**src/rtl/axi_ram_bist.sv**
```systemverilog
// Purpose : AXI4 write-then-read RAM self test. Fills a region with an address-derived pattern, then reads it back and checks every beat.
// Latency : one AXI transaction in flight at a time. o_done rises the cycle after the final read beat handshake.
// Backpr. : each valid is held with a stable payload until its ready. o_bready/o_rready are asserted for the whole response phase.
//
// Ports:
//   clk, rst_n                 clock, asynchronous active-low reset
//   i_start                    start pulse, accepted only when idle or done
//   o_busy, o_done, o_error    status; o_done holds until the next accepted start
//   o_err_count, o_err_addr    saturating error count, byte address of the first failing beat
//   o_aw*/o_w*/i_b*/o_ar*/i_r* AXI4 initiator channels (64-bit data, INCR bursts)
module axi_ram_bist #(
  parameter int unsigned ID_WIDTH  = 6,
  parameter logic [31:0] BASE_ADDR = 32'h0000_0000,
  parameter int unsigned NUM_BEATS = 64,
  parameter int unsigned BURST_LEN = 8,
  parameter logic [31:0] SEED      = 32'h5A5A_0F0F
) (
  input  logic                clk,
  input  logic                rst_n,
  input  logic                i_start,
  output logic                o_busy,
  output logic                o_done,
  output logic                o_error,
  output logic [15:0]         o_err_count,
  output logic [31:0]         o_err_addr,
  output logic [ID_WIDTH-1:0] o_awid,
  output logic [31:0]         o_awaddr,
  output logic [7:0]          o_awlen,
  output logic [2:0]          o_awsize,
  output logic [1:0]          o_awburst,
  output logic                o_awvalid,
  input  logic                i_awready,
  output logic [63:0]         o_wdata,
  output logic [7:0]          o_wstrb,
  output logic                o_wlast,
  output logic                o_wvalid,
  input  logic                i_wready,
  input  logic [ID_WIDTH-1:0] i_bid,
  input  logic [1:0]          i_bresp,
  input  logic                i_bvalid,
  output logic                o_bready,
  output logic [ID_WIDTH-1:0] o_arid,
  output logic [31:0]         o_araddr,
  output logic [7:0]          o_arlen,
  output logic [2:0]          o_arsize,
  output logic [1:0]          o_arburst,
  output logic                o_arvalid,
  input  logic                i_arready,
  input  logic [ID_WIDTH-1:0] i_rid,
  input  logic [63:0]         i_rdata,
  input  logic [1:0]          i_rresp,
  input  logic                i_rlast,
  input  logic                i_rvalid,
  output logic                o_rready
);

  typedef enum logic [2:0] {
    S_IDLE, S_WADDR, S_WDATA, S_WRESP, S_RADDR, S_RDATA, S_DONE
  } state_t;

  localparam logic [7:0]  LAST_BEAT   = 8'(BURST_LEN - 1);
  localparam logic [31:0] LAST_BURST  = 32'(NUM_BEATS / BURST_LEN - 1);
  localparam logic [31:0] BURST_BYTES = 32'(BURST_LEN * 8);

  state_t      r_state;
  state_t      w_next;
  logic [31:0] r_addr;       // start address of the current burst
  logic [31:0] r_burst;      // burst index within the current phase
  logic [7:0]  r_beat;       // beat index within the current burst
  logic [15:0] r_err_count;
  logic [31:0] r_err_addr;

  logic [31:0] w_beat_addr;
  logic [63:0] w_pattern;
  logic        w_last_beat;
  logic        w_last_burst;
  logic        w_start;
  logic        w_err_evt;
  logic [31:0] w_err_at;
  logic        w_unused;

  // Response IDs are not checked: only one transaction is ever outstanding.
  assign w_unused = ^{i_bid, i_rid};

  assign w_beat_addr  = r_addr + {21'd0, r_beat, 3'd0};
  assign w_pattern    = {w_beat_addr ^ SEED, ~w_beat_addr};
  assign w_last_beat  = (r_beat == LAST_BEAT);
  assign w_last_burst = (r_burst == LAST_BURST);
  assign w_start      = i_start && (r_state == S_IDLE || r_state == S_DONE);

  // A write burst fails on a non-OKAY bresp; a read beat fails on data, rresp,
  // or rlast disagreeing with the internal beat count (one error per beat).
  always_comb begin
    w_err_evt = 1'b0;
    w_err_at  = r_addr;
    if (r_state == S_WRESP && i_bvalid) begin
      w_err_evt = (i_bresp != 2'b00);
      w_err_at  = r_addr;
    end else if (r_state == S_RDATA && i_rvalid) begin
      w_err_evt = (i_rdata != w_pattern) || (i_rresp != 2'b00) || (i_rlast != w_last_beat);
      w_err_at  = w_beat_addr;
    end
  end

  always_ff @(posedge clk or negedge rst_n) begin
    if (!rst_n) begin
      r_state <= S_IDLE;
    end else begin
      r_state <= w_next;
    end
  end

  always_comb begin
    w_next    = r_state;
    o_awvalid = 1'b0;
    o_wvalid  = 1'b0;
    o_bready  = 1'b0;
    o_arvalid = 1'b0;
    o_rready  = 1'b0;
    case (r_state)
      S_IDLE, S_DONE: begin
        if (i_start) w_next = S_WADDR;
      end
      S_WADDR: begin
        o_awvalid = 1'b1;
        if (i_awready) w_next = S_WDATA;
      end
      S_WDATA: begin
        o_wvalid = 1'b1;
        if (i_wready && w_last_beat) w_next = S_WRESP;
      end
      S_WRESP: begin
        o_bready = 1'b1;
        if (i_bvalid) w_next = w_last_burst ? S_RADDR : S_WADDR;
      end
      S_RADDR: begin
        o_arvalid = 1'b1;
        if (i_arready) w_next = S_RDATA;
      end
      S_RDATA: begin
        o_rready = 1'b1;
        // The internal beat count ends the burst, not i_rlast.
        if (i_rvalid && w_last_beat) w_next = w_last_burst ? S_DONE : S_RADDR;
      end
      default: w_next = S_IDLE;
    endcase
  end

  always_ff @(posedge clk or negedge rst_n) begin
    if (!rst_n) begin
      r_addr      <= '0;
      r_burst     <= '0;
      r_beat      <= '0;
      r_err_count <= '0;
      r_err_addr  <= '0;
    end else begin
      if (w_start) begin
        r_addr      <= BASE_ADDR;
        r_burst     <= '0;
        r_beat      <= '0;
        r_err_count <= '0;
        r_err_addr  <= '0;
      end

      if ((r_state == S_WDATA && i_wready) || (r_state == S_RDATA && i_rvalid)) begin
        r_beat <= w_last_beat ? 8'd0 : r_beat + 8'd1;
      end

      // Advance to the next burst after a write response or the last read beat;
      // the write phase rewinds to BASE_ADDR for the read phase.
      if ((r_state == S_WRESP && i_bvalid) || (r_state == S_RDATA && i_rvalid && w_last_beat)) begin
        if (w_last_burst) begin
          r_addr  <= BASE_ADDR;
          r_burst <= '0;
        end else begin
          r_addr  <= r_addr + BURST_BYTES;
          r_burst <= r_burst + 32'd1;
        end
      end

      if (w_err_evt) begin
        if (r_err_count != 16'hFFFF) r_err_count <= r_err_count + 16'd1;
        if (r_err_count == 16'd0) r_err_addr <= w_err_at;
      end
    end
  end

  assign o_busy      = (r_state != S_IDLE) && (r_state != S_DONE);
  assign o_done      = (r_state == S_DONE);
  assign o_error     = (r_err_count != 16'd0);
  assign o_err_count = r_err_count;
  assign o_err_addr  = r_err_addr;

  assign o_awid    = '0;
  assign o_awaddr  = r_addr;
  assign o_awlen   = LAST_BEAT;
  assign o_awsize  = 3'b011;
  assign o_awburst = 2'b01;
  assign o_wdata   = w_pattern;
  assign o_wstrb   = 8'hFF;
  assign o_wlast   = w_last_beat;
  assign o_arid    = '0;
  assign o_araddr  = r_addr;
  assign o_arlen   = LAST_BEAT;
  assign o_arsize  = 3'b011;
  assign o_arburst = 2'b01;

endmodule

```
**config.mk**
```make
export PLATFORM = sky130hd
export DESIGN_NAME = axi_ram_bist
export DESIGN_NICKNAME = d
export VERILOG_FILES = /design/src/rtl/axi_ram_bist.sv
export SDC_FILE = /design/constraint.sdc
export NUM_CORES = 1
export LEC_CHECK = 0
export ABC_AREA = 1
export BUFFER_PORTS_ARGS = -buffer_cell sky130_fd_sc_hd__buf_2
export CAP_MARGIN = 20
export CELL_PAD_IN_SITES_DETAIL_PLACEMENT = 1
export CELL_PAD_IN_SITES_GLOBAL_PLACEMENT = 2
export CORE_ASPECT_RATIO = 0.5
export CORE_MARGIN = 5
export CORE_UTILIZATION = 27
export CTS_BUF_LIST = sky130_fd_sc_hd__clkbuf_16
export DETAILED_ROUTE_END_ITERATION = 12
export PLACE_DENSITY_LB_ADDON = 0.3
export SLEW_MARGIN = 20
export SYNTH_ARGS = -nofsm -noshare
export SYNTH_HDL_FRONTEND = slang
export SYNTH_SLANG_ARGS = --single-unit
```
**constraint.sdc**
```tcl
create_clock -name clk -period 3.2 [get_ports clk]
set_clock_uncertainty 0.2 [all_clocks]
set_input_delay 0.96 -clock clk [delete_from_list [all_inputs] [get_ports clk]]
set_output_delay 0.96 -clock clk [all_outputs]
set_load 0.02 [all_outputs]
```
* After elaboration in Yosys (flattened, before gate mapping)
Index checks and enable logic that the tools add are counted. Widths: inputs -> output; s select.
Word-level totals: register bits after elaboration 123, word-level logic and storage cells 86, input port bits 89
Cells by class: reductions and logical operators 23, mux-type cells 32, equality and inequality tests 18, $add $sub $neg 5, bitwise gates (word level) 2
Operator list (number):
- $mux 32 | 10
- $ne 64x64->1 | 1
- $mux 16 | 3
- $add 32x1->32 const B | 1
- $add 32x11->32 | 1
- $add 32x7->32 const B | 1
- $eq 32x3->1 const B | 1
- $not 32->32 | 1
- $mux 8 | 3
- $mux 3 | 7
- $pmux 3 s6 | 1
- $add 16x1->16 const B | 1
- $logic_not 16->1 | 1
- $ne 16x16->1 const B | 1
- $not 16->16 | 1
- $reduce_bool 16->1 | 1
- $ne 2x2->1 const B | 5
- $eq 3x3->1 const B | 3
- $add 8x1->8 const B | 1
- $eq 8x3->1 const B | 1
- $logic_and 1x1->1 | 8
- $reduce_bool 2->1 | 4
- $mux 1 | 7
- $eq 3x2->1 const B | 2
- other kinds (10) | 14

* Longest topological paths before layout
depth in word-level cells 8, gate-level depth with buffers 24

* Least setup slack after synthesis
Ideal clock, no wire load.
kind register to output, from register r_addr[7] (netlist: o_araddr[7]), to output port o_wdata[62], cell stages (with the launch flop) 12, setup slack 0.013 ns, arrival time 2.027 ns, path through dfrtp_1 ha_1 nand2_1 nand2_2 nand2_1 nand2_2 nand2_1 nand2_1 nand2_1 nand2_1 nand2_1 buf_4
Between the ends: word-level cells in the longest chain between the ends 2
RTL lines:
- start, declared | line 67 | logic [31:0] r_addr;
- start signal, assigned | line 176 | r_addr <= r_addr + BURST_BYTES;
- $add 32x11->32 | line 85 | assign w_beat_addr = r_addr + {21'd0, r_beat, 3'd0};
- $not 16->16 (no source line)
- end, declared | line 33 | output logic [63:0] o_wdata,
Every way passes these cells.

* Worst setup path in the final report
from register r_beat[7], to output port o_wdata[60]
Between the ends: word-level cells in the longest chain between the ends 2
RTL lines:
- start, declared | line 69 | logic [7:0] r_beat;
- start signal, assigned | line 166 | r_beat <= w_last_beat ? 8'd0 : r_beat + 8'd1;
- $add 32x11->32 | line 85
- $not 16->16 (no source line)
Every way passes these cells.

==> summary.txt <==
Worst setup path
  • Category of the worst setup path launch point: register
  • Crit. End Element: output pin
  • Worst endpoint required time: 2.04 ns
  • Crit path max fanout: 6
  • WS Path Type: register to output pin
  • Data arrival at the endpoint of the critical path: 2.30 ns

Global route
  • Via count of the first global-routing pass: 11600
  • Number of antenna violations at the first check in global routing: 2
  • Wire length of the first global-routing pass: 67000 um
  • Remaining global-route overflow: 0
  • Overall global routing resource usage: 0.204
  • Pin count of the biggest net entering global routing: 57

Floorplan
  • Number of rows in the core area: 50
  • Die outline height: 147 um
  • IO Pins: 320
  • Die area: 41500 sq um
  • Core area: 37100 sq um
  • Horizontal die dimension: 283 um
  • Initial cell density of the core: 0.271

Logic synthesis
  • Number of enable-type register cells in the synthesized netlist: 0
  • Sequential area share after synthesis: 0.291
  • Main area contributors after synthesis: sky130_fd_sc_hd__dfrtp_1 (29%), sky130_fd_sc_hd__nand2_1 (17%), sky130_fd_sc_hd__inv_1 (8.5%), sky130_fd_sc_hd__buf_4 (8.1%), sky130_fd_sc_hd__nand3_1 (7.4%)
  • Synthesized cell area: 10100 sq um
  • Proportion of register bits with asynchronous set or reset after synthesis: 1.00
  • Number of warnings printed during yosys synthesis: 0
  • Count of distinct cell types in the synthesized netlist: 41
  • Top cell type's share of synthesized area: 0.291
  • Library cell with the highest instance count after synthesis: sky130_fd_sc_hd__nand2_1
  • Most numerous cell types in the synthesized netlist: sky130_fd_sc_hd__nand2_1 (466), sky130_fd_sc_hd__inv_1 (227), sky130_fd_sc_hd__nor2_1 (160)
  • Number of standard cells after synthesis: 1608
  • Mean Syn Cell Area: 6.26 sq um
  • Post-synthesis sequential element count: 117
  • Cell taking the most area after synthesis: sky130_fd_sc_hd__dfrtp_1
  • Flip-flop cell with the highest count after synthesis: sky130_fd_sc_hd__dfrtp_1

Drt
  • Post-detailed-route count of antenna-violating nets: 0
  • Count of vias placed by the detailed router: 11700
  • Ratio of routed vias to standard cells: 4.70
  • Total iterations of the first detailed-routing run: 5
  • Wire length per cell: 18.7 um
  • Drt first-iter violations: 707
  • DRC errors left: 0
  • Routed Wire Length: 46600 um

Clock network
  • Register clock-pin slew on the reported worst setup and hold paths: 0.06 ns
  • CTS sink cnt: 117
  • Source-to-sink clock delay at the later pin of the worst-skew pair: 0.45 ns
  • CTS tree: yes
  • Max Root-Sink Buffers: 2
  • Count of hold-fix buffers inserted at cts: 0
  • Number of CTS-inserted buffers: 17
  • Root buffer cell: sky130_fd_sc_hd__clkbuf_16
  • Number of H-tree levels: 4

Place
  • HPWL reported at the end of detailed placement: 34000 um
  • Total of buffers placed on input and output ports: 243
  • Global placement routability congestion: 0.839
  • Total placed cells including tap cells: 2392
  • Cell area after placement: 12200 sq um

Power and ir drop
  • Leakage: 0.00774 uW
  • Total power divided by cell area: 351 nW/um^2
  • Highest ir drop seen on vdd: 0.000233 V

STA
  • Clock period minus worst slack: 3.46 ns
  • Fraction of the cycle the final worst path needs: 1.08
  • Number of failing hold endpoints at the final stage: 0
  • Worst-margin pin slew: 0.723 ns
  • Count of final max-slew check failures: 0
  • Setup-failing EPs final: 92
  • Worst-case setup margin in the final layout: -0.264 ns
  • Setup repair after global routing missed its margin: true
  • Highest achievable clock rate: 289 MHz
  • Slew HR: 0.518

Min path
  • Tightest Hold Check Type: input port to async pin

Layout
  • Summed area of non-filler cells in the final layout: 14900 sq um
  • Layout fillers: 4805
  • Final Non-Filler Cells: 2493
  • Proportion of layout cells with a drive suffix above 1: 0.327
  • Area growth from synthesis to layout: 48.0%
  • Final #Nets: 2084

Outcome
  • Violated checks: negative setup slack
  • Result of the run: complete, but fails checks

Flow run
  • Number of max-cap violations: 0
==> routing by layer <==
metal / wire length, um / track usage / vias to the layer above
li1: - / - / 5742
met1: 21100 / 0.272 / 5752
met2: 23400 / 0.357 / 179
met3: 1490 / 0.0289 / 43
met4: 639 / 0.0395 / 0
met5: 0 / 0 / -
==> registers in the layout, indices dropped and copies added, names as in the netlist <==
| register | flops |
|---|---|
| r_state | 3 |
| o_err_addr | 32 |
| r_burst | 32 |
| o_araddr | 26 |
| o_err_count | 16 |
| r_beat | 8 |
==> what timing repair did <==
action / 4_1_cts / 5_1_grt
resized for setup: 198 / 194
setup endpoints to repair: 100 / 118
cloned: 1 / 11
endpoints found under the hold margin: 0 / 0
setup buffers: 42 / 18
pin swaps: 23 / 56
==> where the power goes <==
group | switching, uW | total [uW] | internal [uW] | leakage (uW)
registers | 62.0 | 1600 | 1530 | 0.00162
logic | 1150 | 1620 | 466 | 0.00584
clock network | 801 | 2010 | 1210 | 0.000279
==> worst paths after layout <==
check / from / endpoint / slack (ns) / cells past startpoint
setup / recovery: r_beat[7] / o_wdata[60] / -0.26 / 11
max in group asynchronous: rst_n / o_araddr[11] / 1.72 / 2
min in group clk: r_burst[2] / r_burst[2] / 0.38 / 2
hold / removal: rst_n / r_burst[9] / 0.36 / 1
setup reg to reg: r_beat[7] / o_err_addr[19] / -0.11 / 23
hold reg to reg: r_burst[2] / r_burst[2] / 0.38 / 2
==> area by class of cell <==
class,count,area (sq um),area share
tap,494,618,0.0415
multi-input combinational,1172,6480,0.435
sequential,117,2940,0.197
antenna,2,5.00,0.000336
clock buffer,17,425,0.0285
timing repair buffer,441,3370,0.226
clock inverter,15,163,0.0109
inverter,235,900,0.0604
==> layout by cell type (no fill, tap or decap), types with 6 or more instances in the layout <==
cell type,synthesis,routed
sky130_fd_sc_hd__nand2_1,466,381
sky130_fd_sc_hd__inv_1,227,208
sky130_fd_sc_hd__buf_2,6,194
sky130_fd_sc_hd__buf_4,108,160
sky130_fd_sc_hd__nor2_1,160,142
sky130_fd_sc_hd__nand3_1,149,123
sky130_fd_sc_hd__dfrtp_1,117,110
sky130_fd_sc_hd__buf_6,3,67
sky130_fd_sc_hd__conb_1,2,64
sky130_fd_sc_hd__nand2_4,0,56
sky130_fd_sc_hd__o21ai_0,52,51
sky130_fd_sc_hd__a21oi_1,48,47
sky130_fd_sc_hd__nor3_1,39,39
sky130_fd_sc_hd__xor2_1,37,37
sky130_fd_sc_hd__nand2_2,10,32
sky130_fd_sc_hd__o22ai_1,32,32
sky130_fd_sc_hd__nand4_1,25,25
sky130_fd_sc_hd__clkbuf_16,0,25
sky130_fd_sc_hd__nor4_1,22,22
sky130_fd_sc_hd__inv_2,4,18
sky130_fd_sc_hd__nand3_2,0,15
sky130_fd_sc_hd__nor2_4,2,12
sky130_fd_sc_hd__nand3_4,0,11
sky130_fd_sc_hd__nor2_2,3,11
sky130_fd_sc_hd__nand3b_1,10,10
sky130_fd_sc_hd__a22o_1,9,9
sky130_fd_sc_hd__buf_12,0,8
sky130_fd_sc_hd__inv_4,0,7
sky130_fd_sc_hd__nand2_8,0,7
sky130_fd_sc_hd__ha_1,11,7
sky130_fd_sc_hd__dfrtp_2,0,7
sky130_fd_sc_hd__clkinv_1,4,6
==> critical path: stages (launching register included) <==
cell and delay, ns:
sky130_fd_sc_hd__dfrtp_1 0.42, sky130_fd_sc_hd__ha_4 0.35, sky130_fd_sc_hd__nand2_4 0.09, sky130_fd_sc_hd__nor2_4 0.11, sky130_fd_sc_hd__nand2_2 0.09, sky130_fd_sc_hd__nand3_4 0.13, sky130_fd_sc_hd__buf_12 0.17, sky130_fd_sc_hd__nand2_8 0.08
sky130_fd_sc_hd__nand2_4 0.09, sky130_fd_sc_hd__nand2_4 0.06, sky130_fd_sc_hd__buf_6 0.12, sky130_fd_sc_hd__buf_6 0.12
==> cells by family (layout without fill, tap and decap cells) <==
group / count (synthesis) / in the layout / share of synthesized area
compound gates: 166 / 166 / 0.0972
xor+xnor: 42 / 42 / 0.0365
fa+ha+maj: 11 / 11 / 0.0137
buf+inv: 381 / 708 / 0.185
flops: 117 / 117 / 0.291
other cells: 2 / 66 / 0.000746
simple gates: 889 / 889 / 0.376
==> stage by stage <==
stage | TNS, ns | utilization | hold slack (ns) | setup slack [ns] | total power (uW)
3_3_place_gp | -4.90 | 0.329 | 0.326 | -0.113 | 3160
4_1_cts | -6.45 | 0.372 | 0.371 | -0.241 | 5230
6_report | -10.09 | 0.402 | 0.359 | -0.264 | 5230
3_5_place_dp | -7.26 | 0.329 | 0.378 | -0.153 | 3170
2_1_floorplan | 0 | - | 0.299 | 0.0130 | 2610
5_1_grt | -20.32 | 0.402 | 0.394 | -0.322 | 5470
Note: power is estimated with default switching activity, not from simulation.
